===== config.mk =====
export PLATFORM = sky130hd
export DESIGN_NAME = uart_tx_frame
export DESIGN_NICKNAME = d
export VERILOG_FILES = /design/src/rtl/uart_pkg.sv /design/src/rtl/uart_baud_gen.sv /design/src/rtl/uart_tx_frame.sv
export SDC_FILE = /design/constraint.sdc
export NUM_CORES = 1
export LEC_CHECK = 0
export ABC_AREA = 1
export BUFFER_PORTS_ARGS = -buffer_cell sky130_fd_sc_hd__buf_2
export CAP_MARGIN = 25
export CORE_MARGIN = 8
export CORE_UTILIZATION = 50
export DETAILED_ROUTE_END_ITERATION = 8
export PLACE_DENSITY = 0.68
export SKIP_CTS_REPAIR_TIMING = 1
export SYNTH_ARGS = -nofsm -noshare
export SYNTH_HDL_FRONTEND = slang
export SYNTH_HIERARCHICAL = 1
export SYNTH_SLANG_ARGS = --single-unit

===== constraint.sdc =====
create_clock -name clk -period 2.7 [get_ports clk]
set_input_delay 0.27 -clock clk [delete_from_list [all_inputs] [get_ports clk]]
set_output_delay 0.27 -clock clk [all_outputs]
set_load 0.01 [all_outputs]

===== src/rtl/uart_pkg.sv =====
// rtl/uart_pkg.sv - shared UART frame constants, FSM state type and parity helper
package uart_pkg;

    typedef enum logic [2:0] {
        IDLE,
        START,
        DATA,
        PARITY,
        STOP
    } uart_state_t;

    localparam int FRAME_BITS           = 12;
    localparam int DATA_BITS            = 8;
    localparam int STOP_BITS            = 2;
    localparam int DEFAULT_CLKS_PER_BIT = 10417;

    function automatic logic frame_parity(input logic [DATA_BITS-1:0] data, input logic odd);
        return (^data) ^ odd;
    endfunction

endpackage


===== src/rtl/uart_baud_gen.sv =====
// rtl/uart_baud_gen.sv - bit-period counter; divisor (D or 2*D) latched on clear
module uart_baud_gen #(
    parameter int CLKS_PER_BIT = 16
) (
    input  logic clk,
    input  logic rst_n,
    input  logic clear,
    input  logic run,
    input  logic baud_sel,
    output logic bit_tick
);

    localparam int CW = $clog2(2 * CLKS_PER_BIT);
    localparam logic [CW-1:0] LAST_FAST = CW'(CLKS_PER_BIT - 1);
    localparam logic [CW-1:0] LAST_SLOW = CW'(2 * CLKS_PER_BIT - 1);

    logic [CW-1:0] count;
    logic          slow;

    always_ff @(posedge clk) begin
        if (!rst_n) begin
            count <= '0;
            slow  <= 1'b0;
        end else if (clear) begin
            count <= '0;
            slow  <= baud_sel;
        end else if (run) begin
            if (bit_tick)
                count <= '0;
            else
                count <= count + CW'(1);
        end
    end

    assign bit_tick = run && (count == (slow ? LAST_SLOW : LAST_FAST));

endmodule


===== src/rtl/uart_tx_frame.sv =====
// rtl/uart_tx_frame.sv - 12-bit frame UART transmitter (start, 8 data, parity, 2 stop)
module uart_tx_frame
    import uart_pkg::*;
#(
    parameter int CLKS_PER_BIT = DEFAULT_CLKS_PER_BIT,
    parameter bit PARITY_ODD   = 1'b0
) (
    input  logic       clk,
    input  logic       rst_n,
    input  logic       tx_valid,
    input  logic [7:0] tx_data,
    output logic       tx_ready,
    input  logic       baud_sel,
    output logic       tx,
    output logic       busy,
    output logic       done
);

    uart_state_t          state, state_next;
    logic [DATA_BITS-1:0] shreg, shreg_next;
    logic                 parity, parity_next;
    logic [2:0]           bit_cnt, bit_cnt_next;
    logic                 tx_next, busy_next, done_next;
    logic                 accept, bit_tick;

    assign accept = tx_valid && tx_ready;

    uart_baud_gen #(
        .CLKS_PER_BIT(CLKS_PER_BIT)
    ) u_baud (
        .clk     (clk),
        .rst_n   (rst_n),
        .clear   (accept),
        .run     (state != IDLE),
        .baud_sel(baud_sel),
        .bit_tick(bit_tick)
    );

    always_ff @(posedge clk) begin
        if (!rst_n) begin
            state    <= IDLE;
            shreg    <= '0;
            parity   <= 1'b0;
            bit_cnt  <= '0;
            tx       <= 1'b1;
            tx_ready <= 1'b1;
            busy     <= 1'b0;
            done     <= 1'b0;
        end else begin
            state    <= state_next;
            shreg    <= shreg_next;
            parity   <= parity_next;
            bit_cnt  <= bit_cnt_next;
            tx       <= tx_next;
            tx_ready <= (state_next == IDLE);
            busy     <= busy_next;
            done     <= done_next;
        end
    end

    // bit_cnt indexes data bits in DATA and is reused to count the two stop bits
    always_comb begin
        state_next   = state;
        shreg_next   = shreg;
        parity_next  = parity;
        bit_cnt_next = bit_cnt;
        case (state)
            IDLE: begin
                if (accept) begin
                    state_next   = START;
                    shreg_next   = tx_data;
                    parity_next  = frame_parity(tx_data, PARITY_ODD);
                    bit_cnt_next = '0;
                end
            end
            START: begin
                if (bit_tick)
                    state_next = DATA;
            end
            DATA: begin
                if (bit_tick) begin
                    shreg_next   = {1'b0, shreg[DATA_BITS-1:1]};
                    bit_cnt_next = bit_cnt + 3'd1;
                    if (bit_cnt == 3'(DATA_BITS - 1))
                        state_next = PARITY;
                end
            end
            PARITY: begin
                if (bit_tick)
                    state_next = STOP;
            end
            STOP: begin
                if (bit_tick) begin
                    if (bit_cnt == 3'(STOP_BITS - 1)) begin
                        state_next   = IDLE;
                        bit_cnt_next = '0;
                    end else begin
                        bit_cnt_next = bit_cnt + 3'd1;
                    end
                end
            end
            default: state_next = IDLE;
        endcase
    end

    // Outputs are decoded from the next state so the registered tx leads with no extra cycle
    always_comb begin
        busy_next = (state_next != IDLE);
        done_next = (state == STOP) && (state_next == IDLE);
        case (state_next)
            START:   tx_next = 1'b0;
            DATA:    tx_next = shreg_next[0];
            PARITY:  tx_next = parity_next;
            default: tx_next = 1'b1;
        endcase
    end

endmodule


==> results of run 1 <==
metal layers:
metal	share of wire, %	wire length (µm)
met5	0	0
met4	0.92	36
met3	2.6	100
met2	49	1890
met1	48	1870
registers in the layout (all words and copies together) (netlist names):
name          count
u_baud/count     15
parity            1
done              1
bit_cnt           3
busy              1
shreg             8
tx                1
tx_ready          1
state             3
u_baud/slow       1
area by class of cell:
| cell class | count | share of cell area [%] |
|---|---|---|
| Inverter | 50 | 8.53 |
| Timing Repair Buffer | 15 | 3.32 |
| Clock buffer | 7 | 3.38 |
| Multi-Input combinational cell | 225 | 50.7 |
| Clock inverter | 1 | 0.222 |
| Tap cell | 50 | 2.77 |
| Sequential cell | 35 | 31.0 |
Yosys cell counts (3+ instances only):
master   count
nand2_1     95
nor2_1      47
inv_1       46
dfxtp_1     35
nand3_1     18
a21oi_1      9
a22oi_1      6
nand2_2      5
o21ai_0      5
xor2_1       5
ha_1         4
nor2_2       4
inv_2        3
nor2_4       3
o21ai_1      3
cells by family (layout without fill, tap and decap cells):
kind of cell	count (synthesis)	after routing	share of synthesized area, %
adder cells (fa/ha/maj)	4	4	2.44
AO/OA/AOI/OAI	32	32	10.1
buffers and inverters	52	73	9.83
flip-flops	35	35	34.2
AND/OR/NAND/NOR	182	182	40.4
XOR/XNOR	7	7	2.99
worst reg2reg max path: cells and delay by family (launching register included):
family	cells	cell delay, ns
buffers and inverters	5	0.66
flip-flops	1	0.44
AND/OR/NAND/NOR	12	1.12
how the worst min path moves through the flow:
stage / start / end / depth (start not counted)
after detailed placement: shreg[4] / shreg[4] / 2
after floorplan: rst_n / shreg[0] / 2
after CTS: baud_sel / u_baud/slow / 3
final: baud_sel / u_baud/slow / 3
after global placement: shreg[7] / shreg[7] / 2
after global routing: baud_sel / u_baud/slow / 3
placed cells by master (no fill, tap or decap), types with 3 or more instances in the layout:
cell type	instances
nand2_1	95
nor2_1	47
inv_1	46
dfxtp_1	35
nand3_1	18
buf_2	15
a21oi_1	9
a22oi_1	6
nand2_2	5
o21ai_0	5
clkbuf_8	5
xor2_1	5
nor2_2	4
ha_1	4
inv_2	3
nor2_4	3
o21ai_1	3
metrics by stage:
step / setup slack [ns] / cells / hold WS, ns / power, µW
3_3_place_gp: 0.505 / 375 / 0.451 / 716
4_1_cts: 0.380 / 383 / 0.220 / 1070
3_5_place_dp: 0.409 / 375 / 0.456 / 718
2_1_floorplan: 0.677 / 312 / 0.368 / 677
6_report: 0.390 / 383 / 0.223 / 1060
5_1_grt: 0.121 / 383 / 0.236 / 1120
power by group:
part           switching, µW  total (µW)  internal (µW)
combinational           98.1         154           56.1
sequential              13.5         551            538
clock                    173         354            181
total                    285        1060            775
==> metrics.cfg, run 1 <==
[yosys]
synth_top_area_share_pct=34.2
async_flop_share_pct=0
netlist_area_um2=2050
yosys_warnings=6
synth_ff_type=dfxtp_1
avgSynthCellArea_um2=6.56
syn-num-nets=328
ys_types=33
netlist_instances=312
synth.largest_area_cell=dfxtp_1
seq_area_frac_synth_pct=34.2
synth.area.top_cells=dfxtp_1 (34%), nand2_1 (17%), nor2_1 (8.6%)
synth_enable_flop_cells=0
ys_ff_latch=35

[cells_and_area]
regArea_um2=701
fill_cells=410
area_delta_synth_final_pct=10.3
multi_input_area_um2=1150
final_core_utilization_pct=56.9
antenna_cells=0
drive_gt1_share_pct=14.1
nNetsFinal=348
final_area_um2=2260

[grt]
grtUsageTotal_pct=13.3
grt_util_met3_pct=3.49
met1_usage_pct=14.9
met2_usage_pct=24.0
busiest_layer=met2
antenna_found_initial=0
grt_overflow=0
grt_max_degree=15
first_global_vias=1724
grt_pass1_wl_mm=7.06

[run]
drv_cap=0

[critical_path]
critical-path-max-stage-delay_ns=0.44
critPathLaunchType=register
worst-path-stages=17
r2r-end=busy
worstPathRequired_ns=2.88
crit_fanout=8
endpoint_kind=register
crit_start=state[2]
worst_ep_arrival_time_ns=2.49
critPathSlowestCell=dfxtp_1
path_buf_inv=5
critPathTopFamily=simple AND/OR/NAND/NOR gates
cp-endpoint=busy
crit_type=register to register
r2r_start=state[2]
regToRegSetupSlack_ns=0.39
rr_worst_depth=17
crit_chain=inv_2 > nand2_2 > nor2_4 > inv_1 > nand2_1 > nor2_1 > nand2_1 > nor2_1 > nand2_1 > inv_1 > inv_1 > nand3_1 > nand3_4 > nor2_2 > nor2_2 > nor2_2 > inv_2

[clock_tree]
htree_levels=2
cts_sinks=35
clockBufferDepth=2
path_clk_slew_ns=0.07
cts_buffers=5
cts-root-buf=clkbuf_8
tritoncts=yes
clkLatencyLatePin_ns=0.28

[route]
num_vias=1786
drc_errors=0
dr.pass1.iters=4
final_antenna_net_count=0
drt_wl_total_mm=3.90
drt_iter0_drc=72
vias_per_cell=4.66
wl_per_cell_um=10.2

[run_status]
status=complete, no violations

[timing]
fmaxAchievable_mhz=433
max_slew_margin_pct=66.0
worst_pin_slew_ns=0.510
setup_tns_ns=0
finalCritPeriodShare_pct=85.5
hold_viol=0
finalCriticalPeriod_ns=2.31
rsz0062_at_grt=false
skew_ns=0.00510
drv_slew=0
setup_viol=0

[die]
dieArea_um2=6400
fp-row-count=23
ios=16
die_h_um=80.0
die_w_um=80.0
core-area_um2=3970
initial_core_util_pct=51.6

[min_path]
min_path_type=input port to register

[power]
powerDensity_nw_per_um2=469
leakage_uw=0.00107
vdd_drop_max_v=0.000529

[placed_design]
place.port_buffers=15
post-dp-hpwl_mm=3.03
gp_congestion=0.776
placed_area_um2=2180

No activity file was read; power rests on OpenSTA's default activity.
==> run 2: changes to the inputs <==
--- a/config.mk
+++ b/config.mk
@@ -10,3 +10,2 @@
 export CAP_MARGIN = 25
-export CORE_MARGIN = 8
 export CORE_UTILIZATION = 50
--- a/constraint.sdc
+++ b/constraint.sdc
@@ -3,2 +3,2 @@
 set_output_delay 0.27 -clock clk [all_outputs]
-set_load 0.01 [all_outputs]
+set_load 0.02 [all_outputs]
==> metrics.cfg, run 2 (synthesized netlist as in run 1, its figures left out) <==
[timing]
finalCritPeriodShare_pct=84.6  ; -0.92 points
drv_slew=0  ; unchanged
max_slew_margin_pct=68.3  ; +2.3 points
setup_tns_ns=0  ; unchanged
fmaxAchievable_mhz=438  ; +1.1%
hold_viol=0  ; unchanged
finalCriticalPeriod_ns=2.28  ; -0.0248 ns
worst_pin_slew_ns=0.476  ; -0.0342 ns
rsz0062_at_grt=false
setup_viol=0  ; unchanged
skew_ns=0.00499  ; -0.000106 ns
timing.hold.ws_ns=0.217  ; -0.00612 ns

[cells_and_area]
multi_input_area_um2=1150  ; unchanged
fill_cells=373  ; -9.0%
area_delta_synth_final_pct=11.1
drive_gt1_share_pct=14.4  ; +0.30 points
nNetsFinal=348  ; unchanged
final_cell_mix=nand2_1 (95), nor2_1 (47), inv_1 (46)
fin_cells=381  ; -0.52%
final_common_cell=nand2_1
antenna_cells=0  ; unchanged
regArea_um2=701  ; unchanged
regMostFlops=u_baud/count
largest_reg_flops=15  ; unchanged
top_regs=u_baud/count: 15 flops, shreg: 8 flops
final_area_um2=2270  ; +0.72%

[die]
initial_core_util_pct=53.9  ; +2.3 points
dieArea_um2=4360  ; -32%
core-area_um2=3800  ; -4.3%
fp-row-count=22  ; -4.3%
die_h_um=66.0  ; -17%
die_w_um=66.0  ; -17%
ios=16  ; unchanged

[route]
vias_per_cell=4.79  ; +2.7%
drt_iter0_drc=48  ; -33%
drt_wl_total_mm=3.77  ; -3.2%
dr.pass1.iters=5  ; +1
drc_errors=0  ; unchanged
top_layer_used=met4
wl_per_cell_um=9.90  ; -2.7%
wl_met3_um=99  ; -1.0%
num_vias=1825  ; +2.2%
dr_wl_met2_mm=1.85  ; -2.4%
wl_met1_mm=1.80  ; -4.0%
final_antenna_net_count=0  ; unchanged

[placed_design]
post-dp-hpwl_mm=2.94  ; -3.0%
placed_area_um2=2170  ; -0.11%
dp.cells=373  ; -0.53%
place.port_buffers=15  ; unchanged
gp_congestion=0.780  ; +0.54%

[clock_tree]
htree_levels=2  ; unchanged
cts_buffers=5  ; unchanged
cts_sinks=35  ; unchanged
path_clk_slew_ns=0.06  ; about the same
clockBufferDepth=2  ; unchanged
clkLatencyLatePin_ns=0.28  ; about the same
tritoncts=yes
cts-root-buf=clkbuf_8

[grt]
first_global_vias=1746  ; +1.3%
grt_max_degree=15  ; unchanged
grtUsageTotal_pct=20.4  ; +7.0 points
grt_overflow=0  ; unchanged
antenna_found_initial=0  ; unchanged
grt_pass1_wl_mm=6.87  ; -2.6%

[critical_path]
worst_ep_arrival_time_ns=2.47  ; -0.02 ns
critPathLaunchType=register
crit_start=state[2]
r2r_start=state[2]
crit_type=register to register
regToRegSetupSlack_ns=0.42  ; +0.02 ns
worstPathRequired_ns=2.88  ; about the same
rr_worst_depth=17  ; unchanged
crit_fanout=8  ; unchanged
cp-endpoint=busy
endpoint_kind=register
r2r-end=busy

[run_status]
status=complete, no violations

[run]
drv_cap=0  ; unchanged

[min_path]
min_path_type=input port to register

[power]
leakage_uw=0.00108  ; +0.87%
power.total_uw=1120  ; +5.5%
powerDensity_nw_per_um2=492  ; +4.8%
vdd_drop_max_v=0.000358  ; -32%

[run 2: changes by cell type in the layout (fill, tap and decap cells not counted)]
cell	change
clkbuf_1	-1
clkinv_2	-1
clkbuf_8	+2
[run 2: worst min path at each step]
stage	startpoint	end	slack, ns	cells after the start
finish	baud_sel	u_baud/slow	0.22	3
global route	baud_sel	u_baud/slow	0.21	3
CTS	baud_sel	u_baud/slow	0.21	3
detailed placement	shreg[3]	shreg[3]	0.46	2
global placement	shreg[7]	shreg[7]	0.45	2
floorplan	rst_n	shreg[0]	0.37	2
[run 2: worst max-delay path, stage by stage (launching register included)]
cell and delay (ns):
dfxtp_1 0.42, inv_2 0.08, nand2_2 0.09, nor2_4 0.05, inv_1 0.18, nand2_1 0.08
nor2_1 0.10, nand2_1 0.05, nor2_1 0.09, nand2_1 0.12, inv_1 0.22, inv_1 0.16
nand3_1 0.15, nand3_4 0.10, nor2_2 0.10, nor2_2 0.05, nor2_2 0.13, inv_2 0.03
[run 2: area by class of cell]
cell class | count | area share, %
Timing Repair Buffer | 15 | 3.30
Multi-Input combinational cell | 225 | 50.4
Inverter | 50 | 8.47
Tap cell | 48 | 2.64
Clock buffer | 8 | 4.40
Sequential cell | 35 | 30.8
[run 2: power by group]
group	internal, µW	switching, µW	leakage (µW)	total, µW
registers	538	13.2	0.000285	551
logic	56.1	101	0.000742	158
clock network	233	177	0.0000515	409
total	827	292	0.00108	1120
[run 2: metrics by stage]
| step | utilization (%) | setup WS [ns] |
|---|---|---|
| after floorplan | - | 0.677 |
| after global placement | 57.2 | 0.499 |
| after detailed placement | 57.2 | 0.431 |
| after CTS | 59.9 | 0.415 |
| after global routing | 59.9 | 0.128 |
| final | 59.9 | 0.415 |
[run 2: routing by layer]
metal  up-vias  global-route usage [%]
li1       1005                       -
met1       796                    22.2
met2        19                    38.8
met3         5                    4.66
met4         0                    5.59
met5         -                       0
